### src/rtl/rv_isa_pkg.sv
// ============================================================
// Module  : rv_isa_pkg
// Brief   : RV32I opcode constants, format enum and opcode decode
// Revision: 1.0
// ============================================================
`default_nettype none

package rv_isa_pkg;

    localparam logic [6:0] c_op_reg    = 7'b0110011;
    localparam logic [6:0] c_op_imm    = 7'b0010011;
    localparam logic [6:0] c_op_load   = 7'b0000011;
    localparam logic [6:0] c_op_jalr   = 7'b1100111;
    localparam logic [6:0] c_op_system = 7'b1110011;
    localparam logic [6:0] c_op_store  = 7'b0100011;
    localparam logic [6:0] c_op_branch = 7'b1100011;
    localparam logic [6:0] c_op_lui    = 7'b0110111;
    localparam logic [6:0] c_op_auipc  = 7'b0010111;
    localparam logic [6:0] c_op_jal    = 7'b1101111;

    typedef enum logic [2:0] {
        FMT_R,
        FMT_I,
        FMT_S,
        FMT_B,
        FMT_U,
        FMT_J,
        FMT_ILLEGAL
    } fmt_e;

    function automatic fmt_e opcode_to_fmt(input logic [6:0] op);
        fmt_e f;
        case (op)
            c_op_reg:                                    f = FMT_R;
            c_op_imm, c_op_load, c_op_jalr, c_op_system: f = FMT_I;
            c_op_store:                                  f = FMT_S;
            c_op_branch:                                 f = FMT_B;
            c_op_lui, c_op_auipc:                        f = FMT_U;
            c_op_jal:                                    f = FMT_J;
            default:                                     f = FMT_ILLEGAL;
        endcase
        return f;
    endfunction

endpackage

`default_nettype wire

### src/rtl/instruction_imm_packer.sv
// ============================================================
// Module  : instruction_imm_packer
// Brief   : Combinational field/immediate packing with range check
// Revision: 1.0
// ============================================================
`default_nettype none

module instruction_imm_packer
    import rv_isa_pkg::*;
(
    input  fmt_e        i_fmt,
    input  logic [6:0]  i_opcode,
    input  logic [4:0]  i_rd,
    input  logic [2:0]  i_func3,
    input  logic [4:0]  i_rs1,
    input  logic [4:0]  i_rs2,
    input  logic [6:0]  i_func7,
    input  logic [31:0] i_imm,
    output logic [31:0] o_word,
    output logic        o_illegal
);

    // An immediate fits in N signed bits when bits [31:N-1] are all equal.
    logic w_fits12;
    logic w_fits13;
    logic w_fits21;

    assign w_fits12 = (&i_imm[31:11]) | ~(|i_imm[31:11]);
    assign w_fits13 = (&i_imm[31:12]) | ~(|i_imm[31:12]);
    assign w_fits21 = (&i_imm[31:20]) | ~(|i_imm[31:20]);

    always_comb begin
        o_word    = {i_func7, i_rs2, i_rs1, i_func3, i_rd, i_opcode};
        o_illegal = 1'b0;
        case (i_fmt)
            FMT_R: begin
                o_illegal = 1'b0;
            end
            FMT_I: begin
                o_word    = {i_imm[11:0], i_rs1, i_func3, i_rd, i_opcode};
                o_illegal = ~w_fits12;
            end
            FMT_S: begin
                o_word    = {i_imm[11:5], i_rs2, i_rs1, i_func3, i_imm[4:0], i_opcode};
                o_illegal = ~w_fits12;
            end
            FMT_B: begin
                o_word    = {i_imm[12], i_imm[10:5], i_rs2, i_rs1, i_func3,
                             i_imm[4:1], i_imm[11], i_opcode};
                o_illegal = ~w_fits13 | i_imm[0];
            end
            FMT_U: begin
                o_word    = {i_imm[31:12], i_rd, i_opcode};
                o_illegal = |i_imm[11:0];
            end
            FMT_J: begin
                o_word    = {i_imm[20], i_imm[10:1], i_imm[11], i_imm[19:12], i_rd, i_opcode};
                o_illegal = ~w_fits21 | i_imm[0];
            end
            default: begin
                o_illegal = 1'b1;
            end
        endcase
    end

endmodule

`default_nettype wire

### src/rtl/instruction_encoder.sv
// ============================================================
// Module  : instruction_encoder
// Brief   : Two-stage RV32I encoder with sequential word addresses
// Revision: 1.0
// ============================================================
`default_nettype none

module instruction_encoder
    import rv_isa_pkg::*;
#(
    parameter int ADDR_W    = 10,
    parameter int BASE_ADDR = 0
) (
    input  logic              clk,
    input  logic              reset,
    input  logic              in_valid,
    output logic              in_ready,
    input  logic [6:0]        opcode,
    input  logic [4:0]        rd,
    input  logic [2:0]        func3,
    input  logic [4:0]        rs1,
    input  logic [4:0]        rs2,
    input  logic [6:0]        func7,
    input  logic [31:0]       imm,
    output logic              out_valid,
    input  logic              out_ready,
    output logic [31:0]       instruction,
    output logic [ADDR_W-1:0] addr,
    output logic              illegal
);

    localparam logic [ADDR_W-1:0] c_base_addr = ADDR_W'(BASE_ADDR);

    logic              r_s1_valid;
    fmt_e              r_s1_fmt;
    logic [6:0]        r_s1_opcode;
    logic [4:0]        r_s1_rd;
    logic [2:0]        r_s1_func3;
    logic [4:0]        r_s1_rs1;
    logic [4:0]        r_s1_rs2;
    logic [6:0]        r_s1_func7;
    logic [31:0]       r_s1_imm;

    logic              r_out_valid;
    logic [31:0]       r_instruction;
    logic              r_illegal;
    logic [ADDR_W-1:0] r_addr;
    logic [ADDR_W-1:0] r_next_addr;

    logic              w_s1_load;
    logic              w_s2_load;
    logic [31:0]       w_word;
    logic              w_illegal;

    assign w_s2_load = r_s1_valid && (!r_out_valid || out_ready);
    assign in_ready  = !r_s1_valid || w_s2_load;
    assign w_s1_load = in_valid && in_ready;

    always_ff @(posedge clk) begin
        if (reset) begin
            r_s1_valid  <= 1'b0;
            r_s1_fmt    <= FMT_R;
            r_s1_opcode <= '0;
            r_s1_rd     <= '0;
            r_s1_func3  <= '0;
            r_s1_rs1    <= '0;
            r_s1_rs2    <= '0;
            r_s1_func7  <= '0;
            r_s1_imm    <= '0;
        end else if (w_s1_load) begin
            r_s1_valid  <= 1'b1;
            r_s1_fmt    <= opcode_to_fmt(opcode);
            r_s1_opcode <= opcode;
            r_s1_rd     <= rd;
            r_s1_func3  <= func3;
            r_s1_rs1    <= rs1;
            r_s1_rs2    <= rs2;
            r_s1_func7  <= func7;
            r_s1_imm    <= imm;
        end else if (w_s2_load) begin
            r_s1_valid  <= 1'b0;
        end
    end

    instruction_imm_packer u_packer (
        .i_fmt     (r_s1_fmt),
        .i_opcode  (r_s1_opcode),
        .i_rd      (r_s1_rd),
        .i_func3   (r_s1_func3),
        .i_rs1     (r_s1_rs1),
        .i_rs2     (r_s1_rs2),
        .i_func7   (r_s1_func7),
        .i_imm     (r_s1_imm),
        .o_word    (w_word),
        .o_illegal (w_illegal)
    );

    // Address is allocated when a word enters S2, so illegal words consume one too.
    always_ff @(posedge clk) begin
        if (reset) begin
            r_out_valid   <= 1'b0;
            r_instruction <= '0;
            r_illegal     <= 1'b0;
            r_addr        <= c_base_addr;
            r_next_addr   <= c_base_addr;
        end else if (w_s2_load) begin
            r_out_valid   <= 1'b1;
            r_instruction <= w_word;
            r_illegal     <= w_illegal;
            r_addr        <= r_next_addr;
            r_next_addr   <= r_next_addr + ADDR_W'(1);
        end else if (out_ready) begin
            r_out_valid   <= 1'b0;
        end
    end

    assign out_valid   = r_out_valid;
    assign instruction = r_instruction;
    assign illegal     = r_illegal;
    assign addr        = r_addr;

endmodule

`default_nettype wire

### config.mk
export PLATFORM = sky130hd
export DESIGN_NAME = instruction_encoder
export DESIGN_NICKNAME = d
export VERILOG_FILES = /design/src/rtl/rv_isa_pkg.sv /design/src/rtl/instruction_imm_packer.sv /design/src/rtl/instruction_encoder.sv
export SDC_FILE = /design/constraint.sdc
export NUM_CORES = 1
export LEC_CHECK = 0
export CELL_PAD_IN_SITES_DETAIL_PLACEMENT = 0
export CELL_PAD_IN_SITES_GLOBAL_PLACEMENT = 1
export CORE_MARGIN = 2
export CORE_UTILIZATION = 24
export DETAILED_ROUTE_END_ITERATION = 6
export MAX_ROUTING_LAYER = met4
export PLACE_DENSITY = 0.52
export SLEW_MARGIN = 40
export SYNTH_ARGS = -nofsm -noshare
export SYNTH_HDL_FRONTEND = slang
export SYNTH_SLANG_ARGS = --single-unit
### constraint.sdc
create_clock -name clk -period 1.5 [get_ports clk]
set_input_delay 0.15 -clock clk [delete_from_list [all_inputs] [get_ports clk]]
set_output_delay 0.15 -clock clk [all_outputs]
set_load 0.03 [all_outputs]
==> out/metrics.yaml <==
finish:
  final_cell_area_mm2: 0.00727
  final_cell_mix: "197 x nand2_1, 117 x dfxtp_1, 100 x a21oi_1"
  area_growth_pct: 46.0
  final_common_cell: "nand2_1"
  fillers: 2191
  final_net_count: 831
  final_cells: 1045
  drive_gt1_share_pct: 13.5
  num_antenna_cells: 0
worst_setup_path:
  cp-start-kind: "flop"
  path_delay_family: "compound AO/OA/AOI/OAI gates"
  reg2reg_slack_ns: 0.01
  cpPeakStageDelay_ns: 0.44
  path_buf_inv: 0
  cp_slowest_cell: "dfxtp_2"
  worstPathArrival_ns: 1.76
  path_cells: "nor3_1, a21o_1, a222oi_1, a211oi_1"
  end_kind: "flop"
  crit_path_max_fanout: 11
  cp.required_ns: 1.78
  critPathKind: "flop to flop"
sta:
  worst_pin_slew_ns: 0.508
  fmax_ghz: 0.673
  hold_slack_ns: 0.160
  relSlewSlack_pct: 66.2
  period_minus_slack_ns: 1.49
  fin_crit_sh_pct: 99.0
  slew_violations: 0
  grt_setup_unrepaired: "true"
  setup_viol: 0
  fin_skew_ns: 0.00768
  hold_viol_final: 0
die:
  core_area_mm2: 0.0203
  initial_utilization_pct: 24.5
  die_w_um: 148
  io_pins: 113
  die_area_mm2: 0.0219
  die_h_um: 148
  rows: 52
yosys:
  ys_async_sr_fraction_pct: 0
  post_synth.cell_area_avg_um2: 7.99
  yosysWarnings: 0
  synth_cells: 623
  synth-seq-cells: 122
  syn_area_mm2: 0.00498
  syn-num-nets: 692
  ys_seq_area_share_pct: 49.1
  synth_cell_type_count: 42
  synth-edff-count: 0
  synth-main-ff-cell: "dfxtp_1"
route:
  remaining_drc_errors: 0
  ant_nets: 0
  drt-wirelength-per-cell_um: 15.1
  drt-vias-per-instance: 4.55
  firstDrtPassIters: 6
  drt_iter0_drc: 279
  routed_wl_um: 15800
  vias: 4759
clock_network:
  cts_setup_buffers: 0
  cts_tree: "done"
  htreeDepth: 4
  cts_sinks: 122
  cts_buffers: 17
  cts_hold_buf: 0
  clk_pin_slew_worst_paths_ns: 0.06
  cts_root_buf: "clkbuf_16"
  cts_max_path_buffers: 2
  clk_latency_ns: 0.42
grt:
  antenna_found_initial: 0
  overflow: 0
  grt_max_degree: 58
  grt_use_total_pct: 15.0
  grt_pass1_wl_um: 24700
  grt_pass1_vias: 4638
placed_design:
  place_congestion: 0.820
  port-buffer-count: 112
  place_inst: 1013
  hpwl_um: 11800
  place_area_mm2: 0.00669
pwr:
  power_leakage_nw: 2.88
  peakVddDrop_mv: 0.782
  powerDensity_mw_per_mm2: 1200
  finalPower_mw: 8.73
job:
  cap_viol_max_count: 0
outcome:
  status: "completed"
min_path:
  min_path_type: "input pin to flop"
## through the flow
stage | TNS, ns | utilization (%) | worst slack, ns
floorplan | 0 | - | 0.00850
global placement | -9.05 | 33.0 | -0.205
detailed placement | -13.17 | 33.0 | -0.224
CTS | 0 | 35.7 | 0.0265
global route | -0.0630 | 35.8 | -0.0630
finish | 0 | 35.8 | 0.0150
## metal layers
| metal | routed length [um] | global-route usage (%) | vias to the layer above |
|---|---|---|---|
| li1 | - | - | 2408 |
| met1 | 8020 | 20.5 | 2210 |
| met4 | 282 | 5.71 | 0 |
| met3 | 730 | 3.18 | 20 |
| met5 | 0 | - | - |
| met2 | 6780 | 21.7 | 121 |
## Yosys cell counts, drive strengths merged, types with 5 or more instances
library cell | count | area, um2
o21ai | 12 | 60.1
clkbuf | 14 | 52.6
a21oi | 100 | 500
a211oi | 15 | 113
dfxtp | 122 | 2440
buf | 30 | 196
a22oi | 5 | 37.5
nand4 | 8 | 50.1
nand2 | 198 | 743
nor4 | 9 | 56.3
nor3 | 5 | 25.0
nor2 | 32 | 120
a222oi | 6 | 60.1
o211ai | 5 | 37.5
mux2i | 9 | 90.1
inv | 8 | 30.0
## path summary, 6_finish.rpt
check,start,endpoint,cells past startpoint
worst max-delay path,r_s1_fmt[1]$_SDFFE_PP0P_,instruction[28]$_SDFFE_PP0P_,4
worst min-delay path,reset,r_s1_fmt[0]$_SDFFE_PP0P_,2
worst max register to register,r_s1_fmt[1]$_SDFFE_PP0P_,instruction[28]$_SDFFE_PP0P_,4
worst min register to register,addr[7]$_SDFFE_PP0P_,addr[7]$_SDFFE_PP0P_,2
## flip-flops by register name, summed over array words and instances (netlist names)
name	count
addr	10
r_s1_opcode	7
r_s1_rd	5
r_s1_valid	1
r_s1_rs2	5
instruction	32
r_s1_func3	3
out_valid	1
illegal	1
r_s1_func7	7
r_s1_imm	32
r_s1_fmt	3
r_s1_rs1	5
r_next_addr	10
## cell families after synthesis
family	Yosys count	synth area share (%)
xor+xnor	7	1.23
mux	10	2.04
fa+ha+maj	1	0.251
compound gates	156	18.7
simple gates	275	23.1
buf+inv	52	5.60
flops	122	49.1
## worst register-to-register path: cells and delay by family (launching register included)
kind	cells	cell delay [ns]
simple gates	1	0.07
compound gates	3	0.84
flops	1	0.44
## power breakdown
| group | total (mW) | leakage [nW] | switching [mW] | internal [mW] |
|---|---|---|---|---|
| sequential | 3.53 | 1.00 | 0.126 | 3.40 |
| combinational | 1.10 | 1.60 | 0.587 | 0.513 |
| clock | 4.10 | 0.278 | 1.56 | 2.54 |
## area by class of cell
type	instances	area (um2)	area share [%]
clock inverters	13	143	1.96
well taps	270	338	4.65
flip-flops and latches	122	2450	33.7
multi-input cells	449	2290	31.5
inverters	8	30.0	0.413
clock buffers	19	453	6.23
repair buffers	164	1560	21.5
## timing repair
| action | in CTS | in global routing |
|---|---|---|
| pin swaps | 1 | 3 |
| setup endpoints to repair | 47 | 8 |
| gates resized for setup | 46 | 8 |
Power figures use the tool's default switching activity.
